`config.mk`:
```
export PLATFORM = sky130hd
export DESIGN_NAME = bomb_scheduler
export DESIGN_NICKNAME = d
export VERILOG_FILES = /design/src/rtl/bomb_scheduler.sv
export SDC_FILE = /design/constraint.sdc
export NUM_CORES = 1
export LEC_CHECK = 0
export ABC_AREA = 1
export BUFFER_PORTS_ARGS = -buffer_cell sky130_fd_sc_hd__buf_4
export CAP_MARGIN = 20
export CORE_ASPECT_RATIO = 1.2
export CORE_UTILIZATION = 35
export CTS_BUF_LIST = sky130_fd_sc_hd__clkbuf_4
export DETAILED_ROUTE_END_ITERATION = 16
export MAX_ROUTING_LAYER = met4
export SLEW_MARGIN = 30
export SYNTH_ARGS = -nofsm -noshare
export SYNTH_HDL_FRONTEND = slang
export SYNTH_SLANG_ARGS = --single-unit
```
`constraint.sdc`:
```
create_clock -name clk -period 9.2 [get_ports clk]
set_clock_uncertainty 0.15 [all_clocks]
set_input_delay 1.84 -clock clk [delete_from_list [all_inputs] [get_ports clk]]
set_output_delay 1.84 -clock clk [all_outputs]
set_load 0.05 [all_outputs]
```
`src/rtl/bomb_scheduler.sv`:
```
// Shared bomb-slot scheduler: two players drop timed bombs into a fixed pool of slots,
// each slot running IDLE -> FUSE -> BLAST on a tick time base.
module bomb_scheduler #(
  parameter int unsigned NSLOTS         = 4,
  parameter int unsigned MAX_PER_PLAYER = 2,
  parameter int unsigned FUSE_TICKS     = 3,
  parameter int unsigned BLAST_TICKS    = 2,
  parameter int unsigned CW             = 4
) (
  input  logic                 clk,
  input  logic                 rst,
  input  logic                 tick,
  input  logic                 a_req,
  input  logic [CW-1:0]        a_x,
  input  logic [CW-1:0]        a_y,
  input  logic                 b_req,
  input  logic [CW-1:0]        b_x,
  input  logic [CW-1:0]        b_y,
  output logic                 a_ack,
  output logic                 a_nack,
  output logic                 b_ack,
  output logic                 b_nack,
  output logic [NSLOTS-1:0]    slot_active,
  output logic [NSLOTS-1:0]    slot_blast,
  output logic [NSLOTS-1:0]    slot_owner,
  output logic [NSLOTS*CW-1:0] slot_x,
  output logic [NSLOTS*CW-1:0] slot_y,
  output logic [NSLOTS-1:0]    explode
);

  localparam int unsigned TMAX = (FUSE_TICKS > BLAST_TICKS) ? FUSE_TICKS : BLAST_TICKS;
  localparam int unsigned TW   = $clog2(TMAX + 1);

  typedef enum logic [1:0] {IDLE, FUSE, BLAST} slot_state_t;

  slot_state_t       st  [NSLOTS];
  logic [TW-1:0]     cnt [NSLOTS];
  logic              prio;
  logic [NSLOTS-1:0] busy;
  logic [NSLOTS-1:0] free0, free1, alloc0, alloc1, a_alloc, b_alloc;
  logic              ok0, ok1, a_ok, b_ok;
  logic              rq0, rq1;
  logic [CW-1:0]     x0, y0, x1, y1;

  function automatic logic [NSLOTS-1:0] pick(input logic [NSLOTS-1:0] used);
    logic [NSLOTS-1:0] r;
    logic              found;
    r     = '0;
    found = 1'b0;
    for (int i = 0; i < NSLOTS; i++) begin
      if (!used[i] && !found) begin
        r[i]  = 1'b1;
        found = 1'b1;
      end
    end
    return r;
  endfunction

  function automatic int unsigned owned(input logic [NSLOTS-1:0] used,
                                        input logic [NSLOTS-1:0] own,
                                        input logic              who);
    int unsigned n;
    n = 0;
    for (int i = 0; i < NSLOTS; i++)
      if (used[i] && own[i] == who) n = n + 1;
    return n;
  endfunction

  function automatic logic hit(input logic [NSLOTS-1:0]    used,
                               input logic [NSLOTS*CW-1:0] xs,
                               input logic [NSLOTS*CW-1:0] ys,
                               input logic [CW-1:0]        x,
                               input logic [CW-1:0]        y);
    logic h;
    h = 1'b0;
    for (int i = 0; i < NSLOTS; i++)
      if (used[i] && xs[i*CW +: CW] == x && ys[i*CW +: CW] == y) h = 1'b1;
    return h;
  endfunction

  always_comb begin
    for (int i = 0; i < NSLOTS; i++) begin
      busy[i]        = (st[i] != IDLE);
      slot_active[i] = (st[i] != IDLE);
      slot_blast[i]  = (st[i] == BLAST);
    end
  end

  // Priority player evaluated on registered state, the other against the post-allocation view.
  always_comb begin
    rq0 = prio ? b_req : a_req;
    x0  = prio ? b_x   : a_x;
    y0  = prio ? b_y   : a_y;
    rq1 = prio ? a_req : b_req;
    x1  = prio ? a_x   : b_x;
    y1  = prio ? a_y   : b_y;

    free0  = pick(busy);
    ok0    = rq0 && (free0 != '0)
             && (owned(busy, slot_owner, prio) < MAX_PER_PLAYER)
             && !hit(busy, slot_x, slot_y, x0, y0);
    alloc0 = ok0 ? free0 : '0;

    free1  = pick(busy | alloc0);
    ok1    = rq1 && (free1 != '0)
             && (owned(busy, slot_owner, ~prio) < MAX_PER_PLAYER)
             && !hit(busy, slot_x, slot_y, x1, y1)
             && !(ok0 && x0 == x1 && y0 == y1);
    alloc1 = ok1 ? free1 : '0;

    a_ok    = prio ? ok1    : ok0;
    b_ok    = prio ? ok0    : ok1;
    a_alloc = prio ? alloc1 : alloc0;
    b_alloc = prio ? alloc0 : alloc1;
  end

  always_ff @(posedge clk) begin
    if (rst) begin
      for (int i = 0; i < NSLOTS; i++) begin
        st[i]  <= IDLE;
        cnt[i] <= '0;
      end
      slot_owner <= '0;
      slot_x     <= '0;
      slot_y     <= '0;
      explode    <= '0;
      a_ack      <= 1'b0;
      a_nack     <= 1'b0;
      b_ack      <= 1'b0;
      b_nack     <= 1'b0;
      prio       <= 1'b0;
    end else begin
      a_ack  <= a_req && a_ok;
      a_nack <= a_req && !a_ok;
      b_ack  <= b_req && b_ok;
      b_nack <= b_req && !b_ok;
      if (a_req && b_req) prio <= ~prio;

      for (int i = 0; i < NSLOTS; i++) begin
        explode[i] <= 1'b0;
        // A freshly allocated slot skips any tick in the same cycle.
        if (a_alloc[i] || b_alloc[i]) begin
          st[i]              <= FUSE;
          cnt[i]             <= TW'(FUSE_TICKS);
          slot_owner[i]      <= b_alloc[i];
          slot_x[i*CW +: CW] <= b_alloc[i] ? b_x : a_x;
          slot_y[i*CW +: CW] <= b_alloc[i] ? b_y : a_y;
        end else if (tick) begin
          case (st[i])
            FUSE: begin
              if (cnt[i] == TW'(1)) begin
                st[i]      <= BLAST;
                cnt[i]     <= TW'(BLAST_TICKS);
                explode[i] <= 1'b1;
              end else begin
                cnt[i] <= cnt[i] - TW'(1);
              end
            end
            BLAST: begin
              if (cnt[i] == TW'(1)) begin
                st[i]  <= IDLE;
                cnt[i] <= '0;
              end else begin
                cnt[i] <= cnt[i] - TW'(1);
              end
            end
            default: ;
          endcase
        end
      end
    end
  end

endmodule
```
==> results of run 1 <==
[per-layer routing]
layer | part of all wire [%] | GRT usage (%)
met2 | 48 | 39.1
met5 | 0 | -
met4 | 4.9 | 13.1
met3 | 4.8 | 3.90
met1 | 42 | 27.6
[state kept, by name, indices dropped and copies added, names as in the netlist]
signal	cells
a_ack	1
explode	4
cnt	8
st	8
slot_x	16
b_ack	1
slot_owner	4
b_nack	1
prio	1
slot_y	16
a_nack	1
[worst max-delay path by stage]
stage	endpoint	slack [ns]	start
floorplan	cnt[3][0]	5.17	a_x[1]
global placement	cnt[3][0]	4.45	a_x[1]
detailed placement	cnt[3][1]	4.41	a_x[1]
CTS	cnt[3][1]	4.76	prio
global route	cnt[3][1]	4.17	prio
finish	cnt[3][1]	4.76	prio
[placed cells by master, fill, tap and decap left out, types with 17 or more instances in the layout]
cell type	instances
xnor2_1	17
dfxtp_1	45
nor2_1	81
nand4_1	17
o21ai_0	21
buf_4	73
xor2_1	17
nand3_1	127
inv_1	110
nand2_1	241
[layout make-up]
class | instances | area share (%)
clock buffers | 10 | 1.35
clock inverters | 5 | 0.337
inverters | 115 | 7.75
multi-input cells | 587 | 52.1
flip-flops and latches | 61 | 24.8
well taps | 168 | 3.78
repair buffers | 73 | 9.84
[where the power goes]
group,internal (mW),switching (mW),leakage [nW],total (mW)
Combinational,0.346,0.824,2.25,1.17
Sequential,0.385,0.0948,0.536,0.480
Clock,0.0526,0.0991,0.0538,0.152
[critical path, delay by kind of cell (launching register included)]
family        cells  cell delay [ns]
simple gates     15             2.05
xor+xnor          2             0.38
fa+ha+maj         2             0.58
buf+inv           5             0.68
flops             1             0.32
[cells by family after synthesis]
family | after synthesis | synth area share [%]
AOI/OAI and AO/OA | 54 | 7.20
buffers and inverters | 125 | 10.3
and+or+nand+nor | 487 | 44.2
DFF | 61 | 28.9
adders and majority gates | 12 | 3.14
xor gates and xnor gates | 34 | 6.23
==> run metrics, run 1 <==
post-synth top area share roughly a fifth; Final Hold Viols 0; total power draw 1.80 mW; synthesized area 0.00478 sq mm; register area 0.00138 sq mm; layout net count 880; Area contributors post-synth nand2_1 19%, dfxtp_1 19%, nand3_1 13%, edfxtp_1 10%, inv_1 8.6%; CTS Sinks 61; most used cell, CP nand2_1; fin cells approximately 1000; Vias 5140; Max H-tree Level 3; Max clock buf depth 2; DRC 0; CP arrival about 4.5 ns; largest stage delay on the critical path just under 0.6 ns; largest area contributor in the netlist nand2_1; max_slew headroom about half; post-synthesis async set-or-reset flop share 0%; Clock Latency Late Sink 0.46 ns; CP max stage cell nor2_1; WHS Endpoint slot_y[6]; worst reg2reg path endpoint cnt[3][1]; initial antenna violation count 0; CTS root buf clkbuf_4; Setup Buffers After CTS 0; cts repair resizes 0; Die Ht 130 um; num ports 73; worst-path fanout max 42; Worst R2R Path Depth 24; Min-Delay Path Depth 2; Final ANT Viol Nets 0; layout cell share with drive strength beyond 1 between 10% and 20%; EDFF count, synth 16; worst hold start slot_y[6]; Synth Flop Type dfxtp_1; Setup violations, final 0; Die Wd 109 um; synth cell count leaders 241 x nand2_1, 127 x nand3_1, 110 x inv_1, 81 x nor2_1, 45 x dfxtp_1; Port-buffer cells between 70 and 80; fin crit period 4.44 ns; Period Utilization, post-route 48.3%; PD cells ~320 mW/mm^2; Hold WC Path Type register to register; TritonCTS clock tree built; post-synth cell types 37; kind of critical path register to register; Synth Net Count 806; Global Route Usage Sum a little under a quarter; largest net degree at the start of global routing 43; Max Transition Viols Final 0; total grt overflow 0; Fin Setup TNS 0 ns; DR WL/cell 14.9 um; num rows 46; Synth warnings 0; n_diodes 0; area grow syn2layout 16.5%; worst vdd ir between 0.00015 and 0.0002 V; full die area 0.0141 sq mm; first-pass GRT wire length 24600 um; Post-Place Worst Slack 4.41 ns; critical-path cell list buf_4 > xnor2_1 > inv_1 > nor2_1 > ha_1 > xor2_1 > inv_1 > ha_1 > inv_1 > nor2_1 > nor2_1 > nand2_1 > nor2_1 > nand2_1 > nor2_2 > nand2_1 > inv_2 > nand2_1 > nand2_1 > nor2_1 > nand2_1 > nand2_1 > nor2_1 > nand3_1; Final Cell Area between 0.005 and 0.006 sq mm; initial DRC count 304; Synth Instances 773; number of global-route vias before repair between 4000 and 5000; Multi-input gate area 0.00290 sq mm; FMAX between 200 and 250 MHz; RSZ-0062 raised after global routing false; Mapped Avg Cell Area 6.18 sq um; Post-CTS Hold Fix Bufs 0; Pleak 2.84 nW; CP endpoint kind register; Clock transition at path regs roughly 0.10 ns; max-cap violations 0; Worst Tran Pin Value approximately 0.75 ns; Starting Density 35.9%; Std-Cell Core Area about 0.013 sq mm; post-synthesis sequential area ratio 28.9%; via/cell ratio 5.04; PnR worst setup slack 4.76 ns; global placement routability congestion 0.956; placed insts 1004; Fillers 1485; outcome finished clean; flop2flop setup slack 4.76 ns; Critical Path RT 9.22 ns; total CTS buffers 9; hold slack 0.329 ns; most frequent cell after synthesis nand2_1; DRT Wirelength 15200 um; DP Area 0.00547 sq mm; CP Launch Type register; hpwl dp around 12000 um; utilization after layout 41.9%; router iterations before antenna repair 5; Seq cells post-synth 61; reg-to-reg startpoint prio
No activity file was read; power rests on OpenSTA's default activity.
==> inputs of run 2 (changes only) <==
ABC_AREA = 0   (was 1)
clock period = 4.35 ns   (was 9.2 ns; I/O delays follow)
==> run 2 against run 1 <==
  * Count of clock-buffer cells in the layout grew 1
  * Die area shrank 7.2%
  * Non-clock buffer count grew 30
  * Synthesized cell count shrank 37%
  * Utilization grew 2.3 points
  * Area after synthesis shrank 7.3%
  * Clock power grew to 3.5 times the previous value
  * Largest cell class unchanged
  * Largest power group unchanged
==> run metrics, run 2 <==
PD cells 820 mW/mm^2 (was 324 mW/mm^2); post-synth top area share 20.3% (was 18.9%); most frequent cell after synthesis xnor2_1 (was nand2_1); Largest regs slot_x (16), slot_y (16) (unchanged); post-synthesis sequential area ratio 31.2% (was 28.9%); global placement routability congestion 0.975 (was 0.956); Pint 2.16 mW (was 0.783 mW); PnR worst setup slack 0.234 ns (was 4.76 ns); Hold WC Path Type register to register (unchanged); Clock Latency Late Sink 0.43 ns (was 0.46 ns); Starting Density 36.2% (was 35.9%); router iterations before antenna repair 4 (was 5); RSZ-0062 raised after global routing false (unchanged); Post-CTS Hold Fix Bufs 0 (unchanged); TritonCTS clock tree built (unchanged); max_slew headroom 54.1% (was 49.6%); CP endpoint kind register (unchanged); via/cell ratio 5.37 (was 5.04); Psw 2.27 mW (was 1.02 mW); utilization after layout 44.2% (was 41.9%); EDFF count, synth 16 (unchanged); CP Launch Type register (unchanged); full die area 0.0131 sq mm (was 0.0141 sq mm); synthesized area 0.00443 sq mm (was 0.00478 sq mm); Global Route Usage Sum 21.4% (was 23.8%); number of global-route vias before repair 3952 (was 4846); CP max stage cell dfxtp_2 (was nor2_1); total grt overflow 0 (unchanged); Synth Flop Type dfxtp_1 (unchanged); largest net degree at the start of global routing 32 (was 43); Area contributors post-synth dfxtp_1 20%, mux2i_1 11%, xnor2_1 11%, edfxtp_1 11%, xor2_1 5.1% (was nand2_1 19%, dfxtp_1 19%, nand3_1 13%, edfxtp_1 10%, inv_1 8.6%); register area 0.00138 sq mm (about the same); Fin Setup TNS 0 ns (unchanged); FMAX 243 MHz (was 225 MHz); Mapped Avg Cell Area 9.04 sq um (was 6.18 sq um); max-cap violations 0 (unchanged); layout cell share with drive strength beyond 1 22.9% (was 13.3%); Final Hold Viols 0 (unchanged); critical-path cell list buf_12 > mux2i_2 > mux2_1 > nor4_1 > buf_4 > a221oi_2 > and3_1 > a2111oi_0 > a31oi_1 > nand3_1 > mux2i_1 > o2bb2ai_1 (was buf_4 > xnor2_1 > inv_1 > nor2_1 > ha_1 > xor2_1 > inv_1 > ha_1 > inv_1 > nor2_1 > nor2_1 > nand2_1 > nor2_1 > nand2_1 > nor2_2 > nand2_1 > inv_2 > nand2_1 > nand2_1 > nor2_1 > nand2_1 > nand2_1 > nor2_1 > nand3_1); largest stage delay on the critical path 0.60 ns (was 0.59 ns); num ports 73 (unchanged); fin crit period 4.12 ns (was 4.44 ns); Pleak 2.23 nW (was 2.84 nW); outcome finished clean (unchanged); post-synthesis async set-or-reset flop share 0% (unchanged); CTS Sinks 61 (unchanged); Setup violations, final 0 (unchanged); CP arrival 4.28 ns (was 4.46 ns); Fillers 1216 (was 1485); Worst Tran Pin Value 0.687 ns (was 0.754 ns); Max clock buf depth 2 (unchanged); worst-path fanout max 20 (was 42); commonest cells after routing, fill and taps aside 102 x buf_4, 56 x xnor2_1, 49 x mux2i_1 (was 241 x nand2_1, 127 x nand3_1, 110 x inv_1); Setup Buffers After CTS 0 (unchanged); area grow syn2layout 22.0% (was 16.5%); Max Transition Viols Final 0 (unchanged); Die Ht 125 um (was 130 um); WP buf/inv 2 (was 5); CP top delay family multiplexers (was simple AND/OR/NAND/NOR gates); Sequential Power Share 24.7% (was 26.6%); Synth warnings 0 (unchanged); cts repair resizes 0 (unchanged); Port-buffer cells 72 (unchanged); Max H-tree Level 3 (unchanged); clock power share 11.8% (was 8.4%); DRT Wirelength 13300 um (was 15200 um); DR WL/cell 18.2 um (was 14.9 um); total CTS buffers 9 (unchanged); most common cell after layout, fill and taps aside buf_4 (was nand2_1); Period Utilization, post-route 94.6% (was 48.3%); DRC 0 (unchanged); worst vdd ir 0.000396 V (was 0.000178 V); Clock transition at path regs 0.11 ns (was 0.10 ns); placed insts 718 (was 1004); first-pass GRT wire length 21100 um (was 24600 um); CTS root buf clkbuf_4 (unchanged); initial DRC count 206 (was 304); largest area contributor in the netlist dfxtp_1 (was nand2_1); Final ANT Viol Nets 0 (unchanged); Post-Place Worst Slack 0.160 ns (was 4.41 ns); kind of critical path register to register (unchanged); Comb pwr share 63.4% (was 65.0%); Synth Instances 490 (was 773); Multi-input gate area 0.00278 sq mm (was 0.00290 sq mm); Die Wd 105 um (was 109 um); post-synth cell types 59 (was 37); fin cells 734 (was 1019); Vias 3944 (was 5140); Critical Path RT 4.51 ns (was 9.22 ns); total power draw 4.43 mW (was 1.80 mW); layout net count 601 (was 880); initial antenna violation count 0 (unchanged); hpwl dp 10500 um (was 12000 um); switching share of power 51.2% (was 56.5%); n_diodes 0 (unchanged); num rows 44 (was 46); Std-Cell Core Area 0.0122 sq mm (was 0.0133 sq mm); synth cell count leaders 56 x xnor2_1, 49 x mux2i_1, 45 x dfxtp_1, 30 x nor2_1, 26 x xor2_1 (was 241 x nand2_1, 127 x nand3_1, 110 x inv_1, 81 x nor2_1, 45 x dfxtp_1); Synth Net Count 523 (was 806); Seq cells post-synth 61 (unchanged)
run 2: worst reg2reg max path: cells and delay by family (launching register included):
kind	cells	cell delay (ns)
muxes	3	1.02
and+or+nand+nor	3	1.00
AOI/OAI and AO/OA	4	0.78
DFF	1	0.60
buffers and inverters	2	0.45
run 2: power groups by stage:
stage | Clock [mW] | Sequential [mW] | Combinational [mW]
global placement | 0 | 1.11 | 2.76
global route | 0.558 | 1.13 | 3.04
CTS | 0.534 | 1.10 | 2.81
finish | 0.525 | 1.10 | 2.81
detailed placement | 0 | 1.11 | 2.80
floorplan | 0 | 1.51 | 1.56
run 2: layout make-up:
class                      count  area share [%]
sequential                    61            25.6
multi-input combinational    373            51.4
tap                          161            3.73
inverter                      20            1.39
timing repair buffer         103            14.5
clock inverter                 5            1.83
clock buffer                  11            1.53
run 2: routing by layer:
metal  vias up  GRT usage (%)  share of wire, %
met5         -              -                 0
met4         0           11.9               5.1
met3        48           3.65               5.1
met2       153           35.8                50
met1      1826           24.2                40
li1       1917              -                 -
run 2: cells by family (layout without fill, tap and decap cells):
kind of cell | count (synthesis) | count (layout) | share of synthesized area [%]
AOI/OAI and AO/OA | 92 | 92 | 14.7
xor gates and xnor gates | 82 | 82 | 16.2
adders and majority gates | 12 | 12 | 3.39
buffers and inverters | 56 | 139 | 6.07
DFF | 61 | 61 | 31.2
muxes | 54 | 54 | 12.6
and+or+nand+nor | 133 | 133 | 15.8
run 2: final timing paths:
check	to	start	slack, ns	cells after the start
hold / removal	slot_x[14]	slot_x[14]	0.37	1
setup / recovery	slot_x[10]	prio	0.23	12
hold reg to reg	slot_x[14]	slot_x[14]	0.37	1
setup reg to reg	slot_x[10]	prio	0.23	12
run 2: through the flow:
step           instance area [sq um]  hold WS [ns]
3_3_place_gp                    5220         0.342
2_1_floorplan                   4430         0.418
6_report                        5410         0.367
3_5_place_dp                    5220         0.349
5_1_grt                         5410         0.400
4_1_cts                         5410         0.368
